==> src/rtl/stream_pkg.sv <==
`default_nettype none
// ==================================================================
// Module : stream_pkg
// Brief  : Shared stream types and default width for the merge path.
// Rev    : 1.0
// ==================================================================
package stream_pkg;

  localparam int STREAM_WIDTH = 8;

  typedef enum logic [1:0] {
    IDLE  = 2'd0,
    LOCK0 = 2'd1,
    LOCK1 = 2'd2
  } arb_state_t;

endpackage
`default_nettype wire

==> src/rtl/stream_out_reg.sv <==
`default_nettype none
// ==================================================================
// Module : stream_out_reg
// Brief  : Single-entry valid/ready register slot; exports slot_free.
// Rev    : 1.0
// ==================================================================
module stream_out_reg
  import stream_pkg::*;
#(
  parameter int WIDTH = STREAM_WIDTH + 2
) (
  input  logic             clk,
  input  logic             rst,
  input  logic             i_load,
  input  logic [WIDTH-1:0] i_payload,
  input  logic             i_ready,
  output logic             o_valid,
  output logic [WIDTH-1:0] o_payload,
  output logic             o_slot_free
);

  logic             r_valid;
  logic [WIDTH-1:0] r_payload;

  assign o_slot_free = !r_valid || i_ready;
  assign o_valid     = r_valid;
  assign o_payload   = r_payload;

  // Payload holds its last value when the slot drains without a refill.
  always_ff @(posedge clk) begin
    if (rst) begin
      r_valid   <= 1'b0;
      r_payload <= '0;
    end else if (o_slot_free) begin
      r_valid <= i_load;
      if (i_load) begin
        r_payload <= i_payload;
      end
    end
  end

endmodule
`default_nettype wire

==> src/rtl/stream_mux2_rr.sv <==
`default_nettype none
// ==================================================================
// Module : stream_mux2_rr
// Brief  : 2:1 packet-locked round-robin stream merge, tagged output.
// Rev    : 1.0
// ==================================================================
module stream_mux2_rr
  import stream_pkg::*;
#(
  parameter int WIDTH = STREAM_WIDTH
) (
  input  logic             clk,
  input  logic             rst,
  input  logic [WIDTH-1:0] in0_data,
  input  logic             in0_valid,
  input  logic             in0_last,
  output logic             in0_ready,
  input  logic [WIDTH-1:0] in1_data,
  input  logic             in1_valid,
  input  logic             in1_last,
  output logic             in1_ready,
  output logic [WIDTH-1:0] out_data,
  output logic             out_valid,
  output logic             out_last,
  output logic             out_sel,
  input  logic             out_ready
);

  localparam int C_SLOT_W = WIDTH + 2;

  arb_state_t          r_state;
  logic                r_prio;
  logic                w_grant_any;
  logic                w_grant_sel;
  logic                w_grant_ok;
  logic                w_slot_free;
  logic                w_accept;
  logic                w_sel_valid;
  logic                w_sel_last;
  logic [WIDTH-1:0]    w_sel_data;
  logic [C_SLOT_W-1:0] w_slot_in;
  logic [C_SLOT_W-1:0] w_slot_out;

  // A locked source keeps its grant even while its valid is low.
  always_comb begin
    w_grant_any = 1'b0;
    w_grant_sel = 1'b0;
    case (r_state)
      IDLE: begin
        w_grant_any = in0_valid | in1_valid;
        w_grant_sel = (in0_valid & in1_valid) ? r_prio : in1_valid;
      end
      LOCK0: begin
        w_grant_any = 1'b1;
        w_grant_sel = 1'b0;
      end
      LOCK1: begin
        w_grant_any = 1'b1;
        w_grant_sel = 1'b1;
      end
      default: begin
        w_grant_any = 1'b0;
        w_grant_sel = 1'b0;
      end
    endcase
  end

  assign w_sel_data  = w_grant_sel ? in1_data  : in0_data;
  assign w_sel_last  = w_grant_sel ? in1_last  : in0_last;
  assign w_sel_valid = w_grant_sel ? in1_valid : in0_valid;

  assign w_grant_ok = w_grant_any & w_slot_free & !rst;
  assign in0_ready  = w_grant_ok & !w_grant_sel;
  assign in1_ready  = w_grant_ok &  w_grant_sel;
  assign w_accept   = w_grant_ok & w_sel_valid;

  always_ff @(posedge clk) begin
    if (rst) begin
      r_state <= IDLE;
      r_prio  <= 1'b0;
    end else if (w_accept) begin
      if (w_sel_last) begin
        r_state <= IDLE;
        r_prio  <= !w_grant_sel;
      end else begin
        r_state <= w_grant_sel ? LOCK1 : LOCK0;
      end
    end
  end

  assign w_slot_in = {w_sel_data, w_sel_last, w_grant_sel};

  stream_out_reg #(
    .WIDTH (C_SLOT_W)
  ) u_out_reg (
    .clk         (clk),
    .rst         (rst),
    .i_load      (w_accept),
    .i_payload   (w_slot_in),
    .i_ready     (out_ready),
    .o_valid     (out_valid),
    .o_payload   (w_slot_out),
    .o_slot_free (w_slot_free)
  );

  assign out_data = w_slot_out[C_SLOT_W-1:2];
  assign out_last = w_slot_out[1];
  assign out_sel  = w_slot_out[0];

endmodule
`default_nettype wire

==> config.mk <==
export PLATFORM = sky130hd
export DESIGN_NAME = stream_mux2_rr
export DESIGN_NICKNAME = d
export VERILOG_FILES = /design/src/rtl/stream_pkg.sv /design/src/rtl/stream_out_reg.sv /design/src/rtl/stream_mux2_rr.sv
export SDC_FILE = /design/constraint.sdc
export NUM_CORES = 1
export LEC_CHECK = 0
export BUFFER_PORTS_ARGS = -buffer_cell sky130_fd_sc_hd__buf_4
export CORE_MARGIN = 4
export CORE_UTILIZATION = 45
export CTS_BUF_LIST = sky130_fd_sc_hd__clkbuf_2
export DETAILED_ROUTE_END_ITERATION = 8
export HOLD_SLACK_MARGIN = 0.15
export PLACE_DENSITY = 0.75
export SLEW_MARGIN = 20
export SYNTH_ARGS = -nofsm -noshare
export SYNTH_HDL_FRONTEND = slang
export SYNTH_SLANG_ARGS = --single-unit
==> constraint.sdc <==
create_clock -name clk -period 2.28 [get_ports clk]
set_input_delay 0.342 -clock clk [delete_from_list [all_inputs] [get_ports clk]]
set_output_delay 0.342 -clock clk [all_outputs]
set_load 0.01 [all_outputs]
==> metrics.json <==
{
  "run_status": {"value": "completed"},
  "cts.sinks": {"value": 14},
  "dr.first_iter.drc_count": {"value": 4},
  "tritoncts.num_buffers": {"value": 3},
  "fin_worst_skew": {"value": 0.0150, "unit": "ns"},
  "setup_repair_after_global_routing_missed_its_margin": {"value": "no"},
  "crit_path_end_kind": {"value": "primary output"},
  "die-width": {"value": 48.9, "unit": "um"},
  "fmaxAchievable": {"value": 522, "unit": "MHz"},
  "cts_tree": {"value": "built"},
  "finalWeightedCongestion": {"value": 0.831},
  "cts_repair_resize_count": {"value": 0},
  "track_usage": {"value": 16.6, "unit": "%"},
  "drt-pass1-iter-count": {"value": 4},
  "number_of_enable_type_register_cells_in_the_synthesized_netlist": {"value": 0},
  "clock-root-buffer": {"value": "clkbuf_2"},
  "cts-hold-fix-buffers": {"value": 0},
  "finalWorstPathRequiredPeriod": {"value": 1.92, "unit": "ns"},
  "synth_cell_type_count": {"value": 25},
  "antenna_violating_nets_post_route": {"value": 0},
  "detail_route.drc_violations": {"value": 0},
  "finalSetupTns": {"value": 0, "unit": "ns"},
  "clk_latency": {"value": 0.29, "unit": "ns"},
  "final_critical_path_setup_slack": {"value": 0.363, "unit": "ns"},
  "cts.clk_slew.worst_paths": {"value": 0.15, "unit": "ns"},
  "grt_first_pass_wirelength": {"value": 3.26, "unit": "mm"},
  "p_leak": {"value": 0.490, "unit": "nW"},
  "critPathBufInv": {"value": 2},
  "worst_slew_margin_rel": {"value": 71.1, "unit": "%"},
  "portion_of_the_post_synthesis_area_used_by_sequential_elements": {"value": 37.3, "unit": "%"},
  "post_cts_buffers": {"value": 0},
  "cell_types_with_the_largest_area_share_after_synthesis": {"value": "dfxtp_1 (37%), mux2i_1 (12%), a211oi_1 (9.0%)"},
  "setup.worst_path.start_class": {"value": "flop"},
  "preCtsSetupSlack": {"value": 0.522, "unit": "ns"},
  "synthToLayoutAreaGrowth": {"value": 38.4, "unit": "%"},
  "power.density": {"value": 565, "unit": "mW/mm^2"},
  "dp.final_hpwl": {"value": 1.50, "unit": "mm"},
  "grt_antenna_before_repair": {"value": 0},
  "chipHeight": {"value": 48.9, "unit": "um"},
  "vias": {"value": 773},
  "count_of_inserted_antenna_diode_cells": {"value": 0},
  "worstMarginPinSlew": {"value": 0.433, "unit": "ns"},
  "grt_max_degree": {"value": 17},
  "peakVddDrop": {"value": 0.302, "unit": "mV"},
  "synth_nets": {"value": 110},
  "start_util": {"value": 48.8, "unit": "%"},
  "port_buffers": {"value": 35},
  "max-clock-path-buffers": {"value": 2},
  "grt_remaining_overflow": {"value": 0},
  "num-nets-final": {"value": 147},
  "fp.coreArea": {"value": 0.00154, "unit": "mm^2"},
  "finalHoldViolations": {"value": 0},
  "die_area": {"value": 0.00239, "unit": "mm^2"},
  "syn-instance-count": {"value": 84},
  "critical_path.max_stage_delay": {"value": 0.41, "unit": "ns"},
  "timing.critical_path.arrival": {"value": 1.58, "unit": "ns"},
  "synth-main-ff-cell": {"value": "dfxtp_1"},
  "post-synth-top-area-fraction": {"value": 37.3, "unit": "%"},
  "top_cell_types_by_occurrence_after_synthesis": {"value": "dfxtp_1 (14), a21oi_1 (12), a211oi_1 (9), mux2i_1 (9), nor2_1 (6)"},
  "report.final.setup_viol": {"value": 0},
  "first_global_vias": {"value": 770},
  "routed_wire_length_per_instance": {"value": 14.1, "unit": "um"},
  "timing_worst_setup_path_type": {"value": "flop to primary output"},
  "wirelength": {"value": 1.92, "unit": "mm"},
  "layout.cells.non_filler": {"value": 136},
  "synth_most_common_cell": {"value": "dfxtp_1"},
  "timing.critical_path.fanout_max": {"value": 6},
  "worstPathRequired": {"value": 1.94, "unit": "ns"},
  "post_route_cells_drive_above_1_share": {"value": 33.3, "unit": "%"},
  "min_period_over_period": {"value": 84.1, "unit": "%"},
  "yosys_register_bits": {"value": 14},
  "power.total": {"value": 588, "unit": "uW"},
  "synth_area_per_cell": {"value": 8.95, "unit": "um^2"},
  "drt-vias-per-instance": {"value": 5.68},
  "dpl.cell_count": {"value": 132},
  "final-max-slew-violation-count": {"value": 0},
  "path_delay_family": {"value": "flip-flops"},
  "yosysWarnings": {"value": 0},
  "cell_chain_critical_path": {"value": "inv_1, ha_1, o21a_1, o211ai_1, nor2_1, buf_4"},
  "cts-htree-levels": {"value": 1},
  "maxCapViolations": {"value": 0},
  "io_pins": {"value": 36},
  "synthDominantAreaCellType": {"value": "dfxtp_1"},
  "worst_hold_path_type": {"value": "input port to flop"},
  "post_synth_instance_area": {"value": 752, "unit": "um^2"},
  "crit_slowest_cell": {"value": "dfxtp_1"},
  "hold-worst-slack": {"value": 0.289, "unit": "ns"},
  "async_flop_share": {"value": 0, "unit": "%"},
  "std_cell_rows": {"value": 14}
}
-- state kept, by name, indices dropped and copies added (netlist names) --
name,count
u_out_reg.o_payload,10
r_state,2
r_prio,1
u_out_reg.o_valid,1
-- cell type report --
class	count	area, um^2
multi-input cells	62	437
fillers	141	500
flip-flops and latches	14	280
clock inverters	1	3.75
inverters	4	15.0
clock buffers	3	15.0
well taps	16	20.0
repair buffers	36	270
-- path summary, 6_finish.rpt --
path	from	end	slack, ns	cells after the start
worst max-delay path	r_state[1]	in0_ready	0.36	6
worst min-delay path	in0_valid	u_out_reg.o_payload[0]	0.29	2
worst max register to register	r_state[1]	r_prio	0.49	6
worst min register to register	u_out_reg.o_payload[0]	u_out_reg.o_payload[0]	0.49	2
-- layer usage --
| metal | routed length, um | track usage, % | vias up |
|---|---|---|---|
| met1 | 826 | 20.4 | 357 |
| met3 | 108 | 3.36 | 2 |
| met4 | 17 | 5.38 | 0 |
| met5 | 0 | 0 | - |
| met2 | 970 | 28.5 | 23 |
| li1 | - | - | 391 |
-- report_power, final --
part | internal [mW] | leakage (nW) | switching [mW]
Combinational | 0.0954 | 0.360 | 0.0910
Sequential | 0.267 | 0.115 | 0.0133
Clock | 0.0381 | 0.0140 | 0.0836
-- stage by stage --
step           util (%)  cell area [um^2]
3_3_place_gp       66.3              1020
6_report           67.5              1040
4_1_cts            67.5              1040
2_1_floorplan         -               752
5_1_grt            67.5              1040
3_5_place_dp       66.3              1020
-- logic make-up (layout without fill, tap and decap cells) --
logic type,Yosys count,count (layout),synth area share (%)
buffers and inverters,8,44,4.66
DFF,14,14,37.3
adders and majority gates,3,3,4.99
and+or+nand+nor,16,16,11.3
AOI/OAI and AO/OA,34,34,29.8
muxes,9,9,12.0
-- layout by cell type, fill, tap and decap left out, types with 2 or more instances in the layout --
cell       n
inv_1      4
a31oi_1    2
ha_1       3
o21ai_0    3
dfxtp_1   14
a21oi_1   12
o211ai_1   2
mux2i_1    9
buf_4     36
a211oi_1   9
nor2b_1    3
nor2_1     6
nand2b_1   3
clkbuf_2   3
-- worst register-to-register path, cell delays in order, from the launching register on --
cell and delay (ns):
dfxtp_1 0.41, inv_1 0.06, ha_1 0.30, o21ai_0 0.11, nand2b_1 0.34, a31oi_1 0.14
a2111oi_1 0.30
(Power assumes the default switching activity.)
